## src/rtl/csr_file.sv

```systemverilog
// Machine-mode CSR register file and trap controller for the EX stage.
// Reads are combinational, writes and trap side effects commit at the rising edge.

package csr_file_pkg;
  // Bit 2 marks the immediate forms, so each *I form differs from its register form only in bit 2.
  typedef enum logic [2:0] {
    CsrNone = 3'd0,
    CsrRw   = 3'd1,
    CsrRs   = 3'd2,
    CsrRc   = 3'd3,
    CsrRwi  = 3'd5,
    CsrRsi  = 3'd6,
    CsrRci  = 3'd7
  } csr_op_t;
endpackage

module csr_file
  import csr_file_pkg::*;
#(
  parameter logic [31:0] MTVEC_RESET = 32'h0000_0000,
  parameter logic [31:0] HART_ID     = 32'd0,
  parameter logic [31:0] MISA_VAL    = 32'h4000_0100
) (
  input  logic        clk,
  input  logic        rst,
  input  logic        ex_valid_i,
  input  logic [31:0] ex_pc_i,
  input  logic [11:0] csr_addr_i,
  input  csr_op_t     csr_op_i,
  input  logic [31:0] csr_wdata_i,
  output logic [31:0] csr_rdata_o,
  output logic        csr_illegal_o,
  input  logic        ecall_i,
  input  logic        ebreak_i,
  input  logic        mret_i,
  input  logic        irq_i,
  input  logic        retire_i,
  output logic        trap_taken_o,
  output logic [31:0] trap_target_o
);

  // Architectural state; mtvec/mepc keep only the word-aligned bits.
  logic        mie_q, mie_d;
  logic        mpie_q, mpie_d;
  logic        meie_q, meie_d;
  logic [29:0] mtvec_q, mtvec_d;
  logic [29:0] mepc_q, mepc_d;
  logic [31:0] mscratch_q, mscratch_d;
  logic [31:0] mcause_q, mcause_d;
  logic [31:0] mtval_q, mtval_d;
  logic [63:0] mcycle_q, mcycle_d;
  logic [63:0] minstret_q, minstret_d;

  logic [31:0] rd_val;
  logic        mapped;
  logic        op_rw, op_rs, op_rc, is_write, illegal;
  logic [31:0] wr_val;
  logic        wr_en;
  logic        irq_take, exc_take, mret_take, trap_any;

  // Read mux: pre-write value of the addressed CSR, plus whether the address exists.
  always_comb begin
    rd_val = 32'd0;
    mapped = 1'b1;
    case (csr_addr_i)
      12'h300: rd_val = {19'd0, 2'b11, 3'd0, mpie_q, 3'd0, mie_q, 3'd0};
      12'h301: rd_val = MISA_VAL;
      12'h304: rd_val = {20'd0, meie_q, 11'd0};
      12'h305: rd_val = {mtvec_q, 2'b00};
      12'h340: rd_val = mscratch_q;
      12'h341: rd_val = {mepc_q, 2'b00};
      12'h342: rd_val = mcause_q;
      12'h343: rd_val = mtval_q;
      12'h344: rd_val = {20'd0, irq_i, 11'd0};
      12'hB00: rd_val = mcycle_q[31:0];
      12'hB80: rd_val = mcycle_q[63:32];
      12'hB02: rd_val = minstret_q[31:0];
      12'hB82: rd_val = minstret_q[63:32];
      12'hF14: rd_val = HART_ID;
      default: mapped = 1'b0;
    endcase
  end

  // Op decode, legality and the value a write would commit.
  always_comb begin
    op_rw    = (csr_op_i == CsrRw) || (csr_op_i == CsrRwi);
    op_rs    = (csr_op_i == CsrRs) || (csr_op_i == CsrRsi);
    op_rc    = (csr_op_i == CsrRc) || (csr_op_i == CsrRci);
    // Set/clear with a zero mask is a pure read and may target read-only CSRs.
    is_write = op_rw || ((op_rs || op_rc) && (csr_wdata_i != 32'd0));
    illegal  = (csr_op_i != CsrNone) &&
               (!mapped || (is_write && (csr_addr_i[11:10] == 2'b11)));
    wr_val   = csr_wdata_i;
    if (op_rs) wr_val = rd_val | csr_wdata_i;
    if (op_rc) wr_val = rd_val & ~csr_wdata_i;
  end

  // Trap arbitration: interrupt, then ecall/ebreak, then mret; at most one per cycle.
  always_comb begin
    irq_take  = ex_valid_i && mie_q && meie_q && irq_i;
    exc_take  = !irq_take && (ecall_i || ebreak_i);
    mret_take = !irq_take && !ecall_i && !ebreak_i && mret_i;
    trap_any  = irq_take || exc_take || mret_take;
    wr_en     = is_write && !illegal && !trap_any;
  end

  // Outputs are forced quiet while reset is asserted.
  always_comb begin
    csr_rdata_o   = 32'd0;
    csr_illegal_o = 1'b0;
    trap_taken_o  = 1'b0;
    trap_target_o = 32'd0;
    if (!rst) begin
      csr_rdata_o   = mapped ? rd_val : 32'd0;
      csr_illegal_o = illegal;
      trap_taken_o  = trap_any;
      if (irq_take || exc_take) trap_target_o = {mtvec_q, 2'b00};
      else if (mret_take)       trap_target_o = {mepc_q, 2'b00};
    end
  end

  // Next state: counters tick, then a CSR write, then trap side effects.
  always_comb begin
    mie_d      = mie_q;
    mpie_d     = mpie_q;
    meie_d     = meie_q;
    mtvec_d    = mtvec_q;
    mepc_d     = mepc_q;
    mscratch_d = mscratch_q;
    mcause_d   = mcause_q;
    mtval_d    = mtval_q;
    mcycle_d   = mcycle_q + 64'd1;
    minstret_d = retire_i ? minstret_q + 64'd1 : minstret_q;

    if (wr_en) begin
      case (csr_addr_i)
        12'h300: begin
          mie_d  = wr_val[3];
          mpie_d = wr_val[7];
        end
        12'h304: meie_d     = wr_val[11];
        12'h305: mtvec_d    = wr_val[31:2];
        12'h340: mscratch_d = wr_val;
        12'h341: mepc_d     = wr_val[31:2];
        12'h342: mcause_d   = wr_val;
        12'h343: mtval_d    = wr_val;
        // A write to one half replaces the increment; the other half holds, no carry.
        12'hB00: mcycle_d   = {mcycle_q[63:32], wr_val};
        12'hB80: mcycle_d   = {wr_val, mcycle_q[31:0]};
        12'hB02: minstret_d = {minstret_q[63:32], wr_val};
        12'hB82: minstret_d = {wr_val, minstret_q[31:0]};
        default: ;
      endcase
    end

    if (irq_take) begin
      mepc_d   = ex_pc_i[31:2];
      mcause_d = 32'h8000_000B;
      mtval_d  = 32'd0;
      mpie_d   = mie_q;
      mie_d    = 1'b0;
    end else if (exc_take) begin
      mepc_d   = ex_pc_i[31:2];
      mcause_d = ecall_i ? 32'd11 : 32'd3;
      mtval_d  = ecall_i ? 32'd0 : ex_pc_i;
      mpie_d   = mie_q;
      mie_d    = 1'b0;
    end else if (mret_take) begin
      mie_d  = mpie_q;
      mpie_d = 1'b1;
    end
  end

  // State register; synchronous reset overrides every pending update.
  always_ff @(posedge clk) begin
    if (rst) begin
      mie_q      <= 1'b0;
      mpie_q     <= 1'b0;
      meie_q     <= 1'b0;
      mtvec_q    <= MTVEC_RESET[31:2];
      mepc_q     <= 30'd0;
      mscratch_q <= 32'd0;
      mcause_q   <= 32'd0;
      mtval_q    <= 32'd0;
      mcycle_q   <= 64'd0;
      minstret_q <= 64'd0;
    end else begin
      mie_q      <= mie_d;
      mpie_q     <= mpie_d;
      meie_q     <= meie_d;
      mtvec_q    <= mtvec_d;
      mepc_q     <= mepc_d;
      mscratch_q <= mscratch_d;
      mcause_q   <= mcause_d;
      mtval_q    <= mtval_d;
      mcycle_q   <= mcycle_d;
      minstret_q <= minstret_d;
    end
  end

  // MTVEC_RESET low bits are always dropped (direct mode).
  logic unused_reset_bits;
  assign unused_reset_bits = ^MTVEC_RESET[1:0];

endmodule
```

## config.mk

```make
export PLATFORM = sky130hd
export DESIGN_NAME = csr_file
export DESIGN_NICKNAME = d
export VERILOG_FILES = /design/src/rtl/csr_file.sv
export SDC_FILE = /design/constraint.sdc
export NUM_CORES = 1
export LEC_CHECK = 0
export CAP_MARGIN = 15
export CORE_UTILIZATION = 41
export DETAILED_ROUTE_END_ITERATION = 7
export GPL_TIMING_DRIVEN = 1
export SYNTH_ARGS = -nofsm -noshare
export SYNTH_HDL_FRONTEND = slang
export SYNTH_SLANG_ARGS = --single-unit
```

## constraint.sdc

```tcl
create_clock -name clk -period 6.4 [get_ports clk]
set_clock_uncertainty 0.2 [all_clocks]
set_input_delay 1.6 -clock clk [delete_from_list [all_inputs] [get_ports clk]]
set_output_delay 1.6 -clock clk [all_outputs]
set_load 0.01 [all_outputs]
```

==> flow_summary.yaml <==
pwr:
  p_per_area_mw_per_mm2: 196
  leakage_nw: 7.54
  total_power_mw: 4.41
  ir_drop_mv: 0.193
critical_path:
  critPathLaunchType: "input port"
  crit_path_top_delay_cell: "a2111oi_1"
  critPathKind: "input port to output pin"
  endpoint_kind: "output pin"
  max_stage_delay_ns: 0.83
  crit_chain: "clkdlybuf4s50_1, or4bb_1, buf_4, nor3_4, buf_4, o2bb2ai_1, a2111oi_1, nor2_1, clkdlybuf4s50_1"
  cp.required_ns: 4.60
  arrival_ns: 4.58
  cp_max_fo: 6
drt:
  vias: 21928
  antenna_left: 0
  totalWireLength_mm: 100
  first_iter_violations: 3341
  firstDrtPassIters: 6
  wire_per_inst_microns: 31.0
  via_per_inst: 6.77
  drcViolationCount: 0
status:
  status: "completed"
die:
  fp.dieH_microns: 212
  fp.dieW_microns: 212
  dieArea_sq_mm: 0.0450
  fp.coreArea_sq_mm: 0.0434
  start_util_pct: 41.8
  row_count: 76
  ios: 153
grt:
  first_global_vias: 19716
  grt_pass1_wl_mm: 141
  grt_use_total_pct: 43.6
  gr-total-overflow: 0
  antenna_found_initial: 6
  grt_max_degree: 70
finish:
  utilization_pct: 52.0
  final_nets: 2715
  final_area_sq_mm: 0.0225
  area_growth_pct: 24.4
  fillers: 4280
  drive_above_1_share_pct: 14.6
sta:
  slew_viol_final: 0
  rsz0062_at_grt: "true"
  setup_viol: 0
  finalCriticalPeriod_ns: 6.38
  slew-limit-headroom_pct: 15.7
  fin_crit_sh_pct: 99.7
  tightest_slew_ns: 1.25
  max_clock_freq_mhz: 157
  report.final.hold_viol_count: 0
clocking:
  ctsHoldBuffers: 0
  clk_latency_ns: 0.57
  clock-sinks: 287
  h-tree-depth: 2
  cts_max_path_buffers: 3
  numCtsBuffers: 35
  cts-root-buf: "clkbuf_16"
  cts_tree: "built"
  clk_pin_slew_worst_paths_ns: 0.06
logic_synthesis:
  ys_seq_area_share_pct: 31.7
  syn_area_sq_mm: 0.0181
  synth-edff-count: 0
  synth_common_cells: "nand2_1, dfxtp_1, a21oi_1, nor2_1, o21ai_0"
  ys.flop_type: "dfxtp_1"
  synth_top_area_cell: "dfxtp_1"
  netlist.area_leader.share_pct: 31.7
  synth_area_leaders: "dfxtp_1, nand2_1, a21oi_1"
  syn-mean-instance-area_sq_um: 7.46
  synthDistinctLibCells: 96
  yosys_warnings: 0
  yosysMostFrequentCell: "nand2_1"
  synthArstFlopShare_pct: 0
  netlist_instances: 2428
  ys_ff_latch: 287
placed_design:
  port_buffers: 150
  gp_congestion: 1.05
  place_area_sq_mm: 0.0214
  hpwl_mm: 75.2
hold_path:
  worst_hold_path_type: "register to register"
job:
  maxCapViolCount: 0
## worst max-delay path, delay by kind of cell
| family | cells | cell delay [ns] |
|---|---|---|
| AO/OA/AOI/OAI | 2 | 0.95 |
| buffers and inverters | 4 | 1.54 |
| AND/OR/NAND/NOR | 3 | 0.48 |
## report_power, final
part           internal (mW)  total (mW)  leakage (nW)  switching, mW
logic                  0.169       0.491          4.66          0.322
registers               1.82        1.86          2.33         0.0385
clock network           1.18        2.06         0.554          0.883
## registers in the layout, indices dropped and copies added, names as in the netlist, 30 cells and up
name / count
mcause_q: 32
minstret_q: 64
mtval_q: 32
mtvec_q: 30
mscratch_q: 32
mcycle_q: 64
mepc_q: 30
## stage by stage
| step | hold WS (ns) | TNS, ns | instances | setup slack [ns] |
|---|---|---|---|---|
| 6_report | 0.253 | 0 | 3238 | 0.0199 |
| 5_1_grt | 0.267 | -0.0212 | 3237 | -0.0121 |
| 4_1_cts | 0.253 | 0 | 3235 | 0.0167 |
| 3_5_place_dp | 0.243 | -0.0608 | 3172 | -0.0344 |
| 3_3_place_gp | 0.240 | -0.0714 | 3172 | -0.0465 |
| 2_1_floorplan | 0.231 | 0 | 2429 | 1.19 |
## layout by cell type (no fill, tap or decap), types with 19 or more instances in the layout
| cell | netlist | routed |
|---|---|---|
| clkdlybuf4s50_1 | 0 | 148 |
| a21oi_1 | 268 | 268 |
| mux2i_1 | 27 | 27 |
| and3_1 | 41 | 41 |
| nand4_1 | 65 | 65 |
| a22o_1 | 20 | 20 |
| nand2_1 | 361 | 360 |
| buf_4 | 7 | 195 |
| a211oi_1 | 37 | 37 |
| a22oi_1 | 33 | 33 |
| nand3_1 | 129 | 129 |
| nor2_1 | 201 | 200 |
| inv_1 | 21 | 19 |
| a31oi_1 | 40 | 40 |
| dfxtp_1 | 287 | 287 |
| nor3_1 | 68 | 64 |
| o21ai_0 | 135 | 135 |
| nor4_1 | 40 | 39 |
| mux2_2 | 25 | 25 |
| o221ai_1 | 21 | 21 |
| clkbuf_16 | 0 | 35 |
## worst paths after layout
| kind | start | to | slack [ns] | depth (start not counted) |
|---|---|---|---|---|
| setup / recovery | csr_addr_i[11] | csr_rdata_o[22] | 0.02 | 9 |
| hold reg to reg | mcause_q[18] | mcause_q[18] | 0.25 | 2 |
| setup reg to reg | mcycle_q[0] | mcycle_q[61] | 2.67 | 7 |
| hold / removal | mcause_q[18] | mcause_q[18] | 0.25 | 2 |
## routing by layer
metal | track usage (%) | up-vias | routed length, microns | share of wire [%]
li1 | - | 9514 | - | -
met1 | 60.4 | 10543 | 41100 | 41
met2 | 62.6 | 1575 | 41300 | 41
met3 | 10.0 | 288 | 12100 | 12
met4 | 22.6 | 8 | 5800 | 5.8
met5 | 0 | - | 58 | 0.058
## cell families after synthesis
| logic type | synth area share (%) |
|---|---|
| and+or+nand+nor | 29.3 |
| AOI/OAI and AO/OA | 29.1 |
| DFF | 31.7 |
| buffers and inverters | 5.43 |
| muxes | 3.24 |
| xor gates and xnor gates | 1.06 |
| adders and majority gates | 0.138 |
| other | 0.0207 |
## timing repair
item,4_1_cts,5_1_grt
resized for setup,4,1
buffers inserted,0,0
gates cloned,0,0
setup endpoints to repair,4,3
## final cells by class
cell class | count | area [sq um] | share of cell area, %
Multi-Input combinational cell | 1916 | 11500 | 51.0
Sequential cell | 287 | 5750 | 25.5
Timing Repair Buffer | 365 | 3340 | 14.8
Clock buffer | 51 | 1010 | 4.46
Tap cell | 585 | 732 | 3.25
Clock inverter | 12 | 130 | 0.577
Inverter | 21 | 78.8 | 0.350
Antenna cell | 1 | 2.50 | 0.0111
Power figures use the tool's default switching activity.
